### src/rtl/pp_column_reducer.sv
// Pipelined Dadda column reducer plus final CPA, elastic valid/ready stages.
// Define PP_REDUCER_CPA_SPLIT_EN to split the CPA into two registered halves.

module pp_dadda_step #(
    parameter int NCOL = 16,
    parameter int HI   = 6,
    parameter int HO   = 4
) (
    input  logic [NCOL-1:0][HI-1:0] din,
    output logic [NCOL-1:0][HO-1:0] dout
);
    logic [HI-1:0] cv;
    logic [HI-1:0] nv;
    int cn, nn, e, f, a, k;

    // Greedy FA/HA per column; carries feed column c+1, top-column carries drop.
    always_comb begin
        dout = '0;
        cv = '0;
        nv = '0;
        cn = 0;
        nn = 0;
        e = 0;
        f = 0;
        a = 0;
        k = 0;
        for (int c = 0; c < NCOL; c++) begin
            e = HI + cn - HO;
            if (e < 0) e = 0;
            f = e / 2;
            a = e % 2;
            nv = '0;
            nn = 0;
            k = 0;
            for (int i = 0; i < HI / 3; i++) begin
                if (i < f) begin
                    dout[c][k] = din[c][3*i] ^ din[c][3*i+1] ^ din[c][3*i+2];
                    nv[nn] = (din[c][3*i] & din[c][3*i+1]) |
                             (din[c][3*i+2] & (din[c][3*i] ^ din[c][3*i+1]));
                    k++;
                    nn++;
                end
            end
            if (a == 1) begin
                dout[c][k] = din[c][3*f] ^ din[c][3*f+1];
                nv[nn] = din[c][3*f] & din[c][3*f+1];
                k++;
                nn++;
            end
            for (int i = 0; i < HI; i++) begin
                if (i >= 3*f + 2*a) begin
                    dout[c][k] = din[c][i];
                    k++;
                end
            end
            for (int i = 0; i < HI; i++) begin
                if (i < cn) begin
                    dout[c][k] = cv[i];
                    k++;
                end
            end
            cv = nv;
            cn = nn;
        end
    end
endmodule

module pp_column_reducer #(
    parameter int BITWIDTH = 8,
    parameter int OUT_LSB  = 0
) (
    input  logic                                  clk,
    input  logic                                  rst_n,
    input  logic                                  in_valid,
    output logic                                  in_ready,
    input  logic [2*BITWIDTH-1:0][BITWIDTH/2+1:0] in_cols,
    output logic                                  out_valid,
    input  logic                                  out_ready,
    output logic [2*BITWIDTH-OUT_LSB-1:0]         product
);
    localparam int NCOL = 2 * BITWIDTH;
    localparam int H    = BITWIDTH / 2 + 2;

    function automatic int dnext(input int h);
        int d;
        d = 2;
        while ((d * 3) / 2 < h) d = (d * 3) / 2;
        return d;
    endfunction

    function automatic int hstage(input int n);
        int h;
        h = H;
        for (int i = 0; i < n; i++) h = dnext(h);
        return h;
    endfunction

    function automatic int nred(input int h0);
        int h;
        int n;
        h = h0;
        n = 0;
        while (h > 2) begin
            h = dnext(h);
            n++;
        end
        return n;
    endfunction

    localparam int NRED = nred(H);
`ifdef PP_REDUCER_CPA_SPLIT_EN
    localparam int NS = NRED + 2;
`else
    localparam int NS = NRED + 1;
`endif

    logic [NS:1]   vld;
    logic [NS+1:1] rdy;
    logic          live;

    assign rdy[NS+1]  = out_ready;
    assign in_ready   = live && rdy[1];
    assign out_valid  = vld[NS];

    for (genvar k = 1; k <= NS; k++) begin : g_rdy
        assign rdy[k] = !vld[k] || rdy[k+1];
    end

    // Input acceptance opens only from the first edge after reset release.
    always_ff @(posedge clk or negedge rst_n) begin
        if (!rst_n) begin
            live <= 1'b0;
            vld  <= '0;
        end else begin
            live <= 1'b1;
            if (rdy[1]) vld[1] <= in_valid && in_ready;
            for (int k = 2; k <= NS; k++) begin
                if (rdy[k]) vld[k] <= vld[k-1];
            end
        end
    end

    for (genvar k = 1; k <= NRED; k++) begin : g_red
        localparam int HI = hstage(k - 1);
        localparam int HO = hstage(k);
        logic [NCOL-1:0][HI-1:0] d;
        logic [NCOL-1:0][HO-1:0] n;
        logic [NCOL-1:0][HO-1:0] q;
        logic                    ld;

        if (k == 1) begin : g_src
            assign d  = in_cols;
            assign ld = in_valid && in_ready;
        end else begin : g_src
            assign d  = g_red[k-1].q;
            assign ld = rdy[k] && vld[k-1];
        end

        pp_dadda_step #(
            .NCOL (NCOL),
            .HI   (HI),
            .HO   (HO)
        ) u_step (
            .din  (d),
            .dout (n)
        );

        always_ff @(posedge clk or negedge rst_n) begin
            if (!rst_n) q <= '0;
            else if (ld) q <= n;
        end
    end

    logic [NCOL-1:0] r0;
    logic [NCOL-1:0] r1;
    logic [NCOL-1:0] sum;

    always_comb begin
        r0 = '0;
        r1 = '0;
        for (int c = 0; c < NCOL; c++) begin
            r0[c] = g_red[NRED].q[c][0];
            r1[c] = g_red[NRED].q[c][1];
        end
    end

`ifdef PP_REDUCER_CPA_SPLIT_EN
    localparam int HB = BITWIDTH;
    logic [HB:0]        lo;
    logic [HB-1:0]      alo;
    logic               acy;
    logic [NCOL-HB-1:0] ah0;
    logic [NCOL-HB-1:0] ah1;
    logic [NCOL-HB-1:0] acx;

    assign lo  = {1'b0, r0[HB-1:0]} + {1'b0, r1[HB-1:0]};
    assign acx = {{(NCOL-HB-1){1'b0}}, acy};
    assign sum = {ah0 + ah1 + acx, alo};

    always_ff @(posedge clk or negedge rst_n) begin
        if (!rst_n) begin
            alo <= '0;
            acy <= 1'b0;
            ah0 <= '0;
            ah1 <= '0;
        end else if (rdy[NS-1] && vld[NS-2]) begin
            {acy, alo} <= lo;
            ah0 <= r0[NCOL-1:HB];
            ah1 <= r1[NCOL-1:HB];
        end
    end
`else
    assign sum = r0 + r1;
`endif

    always_ff @(posedge clk or negedge rst_n) begin
        if (!rst_n) product <= '0;
        else if (rdy[NS] && vld[NS-1]) product <= sum[NCOL-1:OUT_LSB];
    end
endmodule

### config.mk
export PLATFORM = sky130hd
export DESIGN_NAME = pp_column_reducer
export DESIGN_NICKNAME = d
export VERILOG_FILES = /design/src/rtl/pp_column_reducer.sv
export SDC_FILE = /design/constraint.sdc
export NUM_CORES = 1
export LEC_CHECK = 0
export ABC_AREA = 1
export CAP_MARGIN = 20
export CORE_UTILIZATION = 45
export DETAILED_ROUTE_END_ITERATION = 7
export HOLD_SLACK_MARGIN = 0.03
export PLACE_DENSITY = 0.68
export SYNTH_ARGS = -nofsm -noshare
export SYNTH_HDL_FRONTEND = slang
export SYNTH_SLANG_ARGS = --single-unit
### constraint.sdc
create_clock -name clk -period 2.3 [get_ports clk]
set_input_delay 0.23 -clock clk [delete_from_list [all_inputs] [get_ports clk]]
set_output_delay 0.23 -clock clk [all_outputs]
set_load 0.03 [all_outputs]
==> impl_summary.log, run 1 <==
INFO  metric status = finished clean
INFO  metric clock_tree.buffer_depth = 2
INFO  metric peakVddDrop = 0.747 mV
INFO  metric final_hold_viol_count = 0
INFO  metric grt_use_met2 = 27.3%
INFO  metric route.detailed.drc = 0
INFO  metric numPlacedInstances = approximately 1.2k
INFO  metric floorplan.initialDensity = between 40% and 50%
INFO  metric layout_worst_path_cycle_share = 94.0%
INFO  metric initial_antenna_violation_count = 0
INFO  metric grt-busiest-layer = met1
INFO  metric synth_area_per_cell = between 8 and 9 µm²
INFO  metric achievable-frequency = about 0.46 GHz
INFO  metric global_route.usage.met1 = between 20% and 30%
INFO  metric place.gp.congestion = a little under 0.8
INFO  metric worst_slew_pin_slew = 0.900 ns
INFO  metric grt_use_met3 = 3.22%
INFO  metric post_synthesis_sequential_element_count = 165
INFO  metric pin_count_of_the_biggest_net_entering_global_routing = 66
INFO  metric skew = 0.00774 ns
INFO  metric layout_commonest_cell = sky130_fd_sc_hd__nand2_1
INFO  metric setup_viol = 0
INFO  metric fin_hold_ws = between 0.3 and 0.4 ns
INFO  metric portBuffers = roughly 120
INFO  metric synthCells = a little over 900
INFO  metric post_drt_wl_per_cell = ~12 µm
INFO  metric final-instance-count-excl-fill = 1282
INFO  metric crit_path_max_fanout = 4
INFO  metric total_congestion_overflow_after_global_routing = 0
INFO  metric core = roughly 0.018 mm²
INFO  metric drt-vias-per-instance = 4.68
INFO  metric drv.max_cap_violation_count = 0
INFO  metric area_of_the_multi_input_gates = between 0.003 and 0.004 mm²
INFO  metric yosys_warnings = 0
INFO  metric worst-endpoint-arrival = between 1.5 and 2 ns
INFO  metric cts_root_buffer = sky130_fd_sc_hd__clkbuf_16
INFO  metric first_iter_violations = a little over 400
INFO  metric dp.final_hpwl = around 11 mm
INFO  metric cts_tree = yes
INFO  metric dr_total_vias = between 5k and 6k
INFO  metric powerDensity = ~1000 mW/mm²
INFO  metric cts_setup_buffers = 0
INFO  metric h-tree-depth = 4
INFO  metric criticalPathCategory = reg2out
INFO  metric final_util = 57.3%
INFO  metric cp_data_required_time = a little over 2 ns
INFO  metric antenna_cells_inserted = 0
INFO  metric cts.sink_count = between 150 and 200
INFO  metric path_clk_slew = about 0.06 ns
INFO  metric min_clock_period_post_route = about 2.2 ns
INFO  metric post_route_cells_drive_above_1_share = 4.75%
INFO  metric grt_pass1_wl = just under 30 mm
INFO  metric num_io_pins = roughly 120
INFO  metric min_path_type = in2async
INFO  metric slew_violations = 0
INFO  metric ant_nets = 0
INFO  metric cts_hold_repair.buffers = 1
INFO  metric global_route_usage_over_all_layers = roughly 18%
INFO  metric detailedRoute.firstPassIterationCount = 4
INFO  metric floorplan.die_area = roughly 0.019 mm²
INFO  metric netlist_area = between 0.008 and 0.009 mm²
INFO  metric ctsResizeCount = 0
INFO  metric start_kind = flip-flop
INFO  metric ff_latch_area = approximately 0.0041 mm²
INFO  metric die_width = 138 µm
INFO  metric die_height = 138 µm
INFO  metric cts_buffers = 17
INFO  metric area.growth.synth_to_final = 24.2%
INFO  metric fillers = roughly 1.6k
INFO  metric p_leak = between 0.005 and 0.006 µW
INFO  metric wl = around 16 mm
INFO  metric synth.distinct_cells = 25
INFO  metric clk-insertion-delay-late = around 0.42 ns
INFO  metric post_dp_cell_area = 0.00969 mm²
INFO  metric number_of_global_route_vias_before_repair = approximately 6.1k
INFO  metric critPathCaptureType = output pin
INFO  metric final_design_area_no_fill = around 0.010 mm²
INFO  metric slew-limit-headroom = 39.9%
INFO  metric nNetsFinal = between 1k and 1.5k
INFO  metric num_rows = between 40 and 50
INFO  metric mappedNetlistNets = about 1.1k
INFO  metric rsz0062_at_grt = no
INFO  metric finalSetupTns = 0 ns
INFO  metric most-common-layout-cells = sky130_fd_sc_hd__nand2_1 (524), sky130_fd_sc_hd__dfrtp_1 (165), sky130_fd_sc_hd__clkdlybuf4s50_1 (116), sky130_fd_sc_hd__fa_1 (57), sky130_fd_sc_hd__inv_1 (45)
INFO  metric ys_seq_area_share = between 40% and 50%
## state kept, by name, indices dropped and copies added, names as in the netlist
signal	count
g_red.q	144
live	1
product	16
vld	4
## layout make-up
cell class	instances	share of cell area, %
clock buffers	20	4.42
clock inverters	12	1.72
inverters	48	1.74
multi-input cells	682	37.0
flip-flops and latches	165	40.0
well taps	229	2.77
repair buffers	126	12.4
## synth_stat cells, drive strengths merged
cell type / instances / area (µm²)
buf: 28 / 178
inv: 48 / 180
conb: 1 / 3.75
or2: 2 / 12.5
nor3: 3 / 15.0
ha: 18 / 225
fa: 57 / 1140
and2: 1 / 6.26
xnor2: 10 / 87.6
dfrtp: 165 / 4130
xor2: 5 / 43.8
nand2: 525 / 1980
a21oi: 7 / 35.0
clkbuf: 3 / 11.3
nand3: 19 / 100
nand4: 1 / 6.26
o21ai: 17 / 85.1
nor2: 14 / 70.1
nand3b: 2 / 15.0
## worst max-delay path, cell delays in order, from the launching register on
cell and delay (ns):
sky130_fd_sc_hd__dfrtp_1 0.40, sky130_fd_sc_hd__inv_2 0.08, sky130_fd_sc_hd__nor2_4 0.04, sky130_fd_sc_hd__nand3_2 0.09, sky130_fd_sc_hd__nor2_2 0.05, sky130_fd_sc_hd__nor2_4 0.14, sky130_fd_sc_hd__clkdlybuf4s50_1 0.70
## final timing paths
path | start | to | slack (ns) | depth (start not counted)
worst max-delay path | vld[4] | in_ready | 0.14 | 6
worst min-delay path | rst_n | g_red[1].q[46] | 0.32 | 2
worst max register to register | g_red[3].q[0] | product[6] | 0.43 | 9
worst min register to register | g_red[1].q[15] | g_red[2].q[10] | 0.48 | 2
max in group asynchronous | rst_n | g_red[3].q[19] | 1.22 | 3
min in group clk | in_cols[11] | g_red[1].q[6] | 0.37 | 3
## per-layer routing
metal	part of all wire (%)	vias up
li1	-	3039
met1	51	2839
met2	45	110
met3	3.7	7
met4	0.65	0
met5	0	-
## per-stage QoR
stage                     total power, µW  setup slack (ns)
after global placement               7520             0.274
after floorplan                      6410             0.578
final                               10500             0.139
after global routing                11300            0.0617
after CTS                           10600             0.117
after detailed placement             7590             0.272
## kinds of logic after synthesis
logic type,Yosys count,share of synthesized area [%]
and+or+nand+nor,567,26.5
DFF,165,49.6
buffers and inverters,79,4.43
adders and majority gates,75,16.4
AOI/OAI and AO/OA,24,1.44
xor gates and xnor gates,15,1.58
other,1,0.0451
## power breakdown
| group | switching, µW | leakage [µW] | internal, µW |
|---|---|---|---|
| Sequential | 556 | 0.00208 | 3680 |
| Clock | 1120 | 0.000298 | 1870 |
| Combinational | 1870 | 0.00299 | 1430 |
Note: power is estimated with default switching activity, not from simulation.
==> run 2, diff against run 1 <==
- SKIP_LAST_GASP: default -> 1
==> results of run 2 <==
The final DEF is identical to that of run 1; final timing and power are the same.
==> run 3, diff against run 2 <==
- PLACE_DENSITY: 0.68 -> 0.7
- clock period: 2.3 -> 1.75 ns (I/O delays scaled with it)
==> run 3 against run 2 <==
Compared with the run above: global-route usage increased by 0.34 points; cell count up 1.2%; total power rose by 35%; clock power grew 34%; worst setup slack got worse by 0.099 ns.
==> impl_summary.log, run 3 (same netlist as run 1, synthesis figures left out) <==
INFO  metric place.gp.congestion = 0.795 (+1.5%)
INFO  metric num_io_pins = 118 (unchanged)
INFO  metric cts_buffers = 17 (unchanged)
INFO  metric rsz0062_at_grt = yes
INFO  metric portBuffers = 117 (unchanged)
INFO  metric post_route_setup_slack = 0.0400 ns (-0.0989 ns)
INFO  metric first_iter_violations = 450 (+11%)
INFO  metric largest_register_ff_count = 144 (unchanged)
INFO  metric achievable-frequency = between 0.5 and 0.6 GHz
INFO  metric skew = 0.0167 ns (+0.00897 ns)
INFO  metric fillers = 1564 (-4.5%)
INFO  metric initial_antenna_violation_count = 0 (unchanged)
INFO  metric slew_violations = 0 (unchanged)
INFO  metric wl = 16.2 mm (+2.1%)
INFO  metric worst-endpoint-arrival = 2.02 ns (+0.09 ns)
INFO  metric floorplan.die_area = 0.0190 mm² (unchanged)
INFO  metric core = 0.0180 mm² (unchanged)
INFO  metric antenna_cells_inserted = 0 (unchanged)
INFO  metric nNetsFinal = 1231 (+1.3%)
INFO  metric pin_count_of_the_biggest_net_entering_global_routing = 51 (-23%)
INFO  metric status = finished clean
INFO  metric most-common-layout-cells = sky130_fd_sc_hd__nand2_1 (521), sky130_fd_sc_hd__dfrtp_1 (165), sky130_fd_sc_hd__clkdlybuf4s50_1 (115), sky130_fd_sc_hd__fa_1 (56), sky130_fd_sc_hd__inv_1 (45)
INFO  metric num_rows = 49 (unchanged)
INFO  metric criticalPathCategory = reg2reg
INFO  metric final_hold_viol_count = 0 (unchanged)
INFO  metric cts_root_buffer = sky130_fd_sc_hd__clkbuf_16
INFO  metric drt-vias-per-instance = 4.68 (about the same)
INFO  metric crit_path_max_fanout = 4 (unchanged)
INFO  metric post_drt_wl_per_cell = 12.5 µm (+0.87%)
INFO  metric h-tree-depth = 4 (unchanged)
INFO  metric grt_pass1_wl = 29.2 mm (+0.76%)
INFO  metric dr_total_vias = 6067 (+1.2%)
INFO  metric p_leak = 0.00547 µW (+1.9%)
INFO  metric critPathCaptureType = flip-flop
INFO  metric cp_data_required_time = 2.06 ns (about the same)
INFO  metric clk-insertion-delay-late = 0.43 ns (about the same)
INFO  metric total_congestion_overflow_after_global_routing = 0 (unchanged)
INFO  metric die_height = 138 µm (unchanged)
INFO  metric global_route_usage_over_all_layers = 18.8% (+0.34 points)
INFO  metric layout_worst_path_cycle_share = about 100%
INFO  metric finalSetupTns = 0 ns (unchanged)
INFO  metric die_width = 138 µm (unchanged)
INFO  metric cts_tree = yes
INFO  metric largest_register = g_red.q
INFO  metric min_clock_period_post_route = 1.71 ns
INFO  metric clock_tree.buffer_depth = 2 (unchanged)
INFO  metric area.growth.synth_to_final = 26.6%
INFO  metric ff_latch_area = 0.00413 mm² (unchanged)
INFO  metric ant_nets = 0 (unchanged)
INFO  metric start_kind = flip-flop
INFO  metric layout_commonest_cell = sky130_fd_sc_hd__nand2_1
INFO  metric number_of_global_route_vias_before_repair = 6193 (+1.8%)
INFO  metric post_route_cells_drive_above_1_share = 7.21% (+2.5 points)
INFO  metric setup_viol = 0 (unchanged)
INFO  metric powerDensity = 1340 mW/mm² (+32%)
INFO  metric detailedRoute.firstPassIterationCount = 4 (unchanged)
INFO  metric cts.sink_count = 165 (unchanged)
INFO  metric floorplan.initialDensity = 46.2% (unchanged)
INFO  metric area_of_the_multi_input_gates = 0.00387 mm² (+1.2%)
INFO  metric path_clk_slew = 0.06 ns (about the same)
INFO  metric worst_slew_pin_slew = 0.577 ns (-0.323 ns)
INFO  metric route.detailed.drc = 0 (unchanged)
INFO  metric min_path_type = in2async
INFO  metric detailedPlace.worstSlack = -0.0459 ns (-0.318 ns)
INFO  metric dp.final_hpwl = 11.7 mm (+5.8%)
INFO  metric drv.max_cap_violation_count = 0 (unchanged)
INFO  metric slew-limit-headroom = 61.5% (+22 points)
INFO  metric peakVddDrop = 0.866 mV (+16%)
INFO  metric top_regs = g_red.q: 144 flops, product: 16 flops, vld: 4 flops
## run 3: cell count changes in the layout (fill, tap and decap cells not counted), moves of 3 or more
cell	change
sky130_fd_sc_hd__nand2_2	+3
sky130_fd_sc_hd__ha_1	-5
sky130_fd_sc_hd__nand2_1	-3
sky130_fd_sc_hd__buf_12	+3
sky130_fd_sc_hd__clkinvlp_4	-3
sky130_fd_sc_hd__buf_4	+14
sky130_fd_sc_hd__ha_2	+4
## run 3: worst max-delay path: stages (launching register included)
cell                      delay [ns]
sky130_fd_sc_hd__dfrtp_1        0.38
sky130_fd_sc_hd__ha_2           0.20
sky130_fd_sc_hd__fa_2           0.34
sky130_fd_sc_hd__nand2_1        0.08
sky130_fd_sc_hd__nand2_2        0.07
sky130_fd_sc_hd__nand3_2        0.07
sky130_fd_sc_hd__nand2_2        0.07
sky130_fd_sc_hd__or2_2          0.27
sky130_fd_sc_hd__nand3_1        0.07
sky130_fd_sc_hd__nand2_1        0.05
## run 3: cell type report
class	count	share of cell area, %
clock buffer	21	4.37
clock inverter	10	1.69
inverter	48	1.71
multi-input combinational	682	36.7
sequential	165	39.2
tap	229	2.72
timing repair buffer	142	13.6
## run 3: routing by layer
layer	wire length [µm]	global-route usage [%]
met5	0	0
met1	8070	27.1
met4	170	5.55
met2	7350	28.7
met3	634	4.05
## run 3: through the flow
stage | total power [µW] | area, µm² | hold slack (ns) | cells | util [%]
finish | 14200 | 10500 | 0.244 | 1297 | 58.5
global route | 15300 | 10500 | 0.275 | 1297 | 58.5
CTS | 14200 | 10500 | 0.257 | 1296 | 58.2
detailed placement | 10100 | 9840 | 0.141 | 1264 | 54.6
global placement | 9990 | 9840 | 0.139 | 1264 | 54.6
floorplan | 8430 | 8320 | -0.121 | 926 | -
## run 3: power breakdown
| part | internal, µW | switching (µW) |
|---|---|---|
| Clock | 2590 | 1430 |
| Combinational | 2050 | 2530 |
| Sequential | 4840 | 727 |
| Total | 9480 | 4690 |
## run 3: timing repair
item / 4_1_cts / 5_1_grt
gates resized for setup: 2 / 10
pin swaps: 0 / 1
buffers inserted: 0 / 1
setup endpoints to repair: 2 / 10
hold buffers: 1 / 0
hold endpoints to repair: 45 / 0
## run 3: path summary, 6_finish.rpt
| kind | to | startpoint | cells after the start | slack, ns |
|---|---|---|---|---|
| worst max-delay path | product[6] | g_red[3].q[1] | 9 | 0.04 |
| max in group asynchronous | g_red[1].q[31] | rst_n | 3 | 0.85 |
| min in group clk | g_red[1].q[1] | in_cols[3] | 3 | 0.30 |
| worst max register to register | product[6] | g_red[3].q[1] | 9 | 0.04 |
| worst min-delay path | g_red[2].q[35] | rst_n | 2 | 0.24 |
| worst min register to register | g_red[2].q[25] | g_red[1].q[35] | 2 | 0.47 |
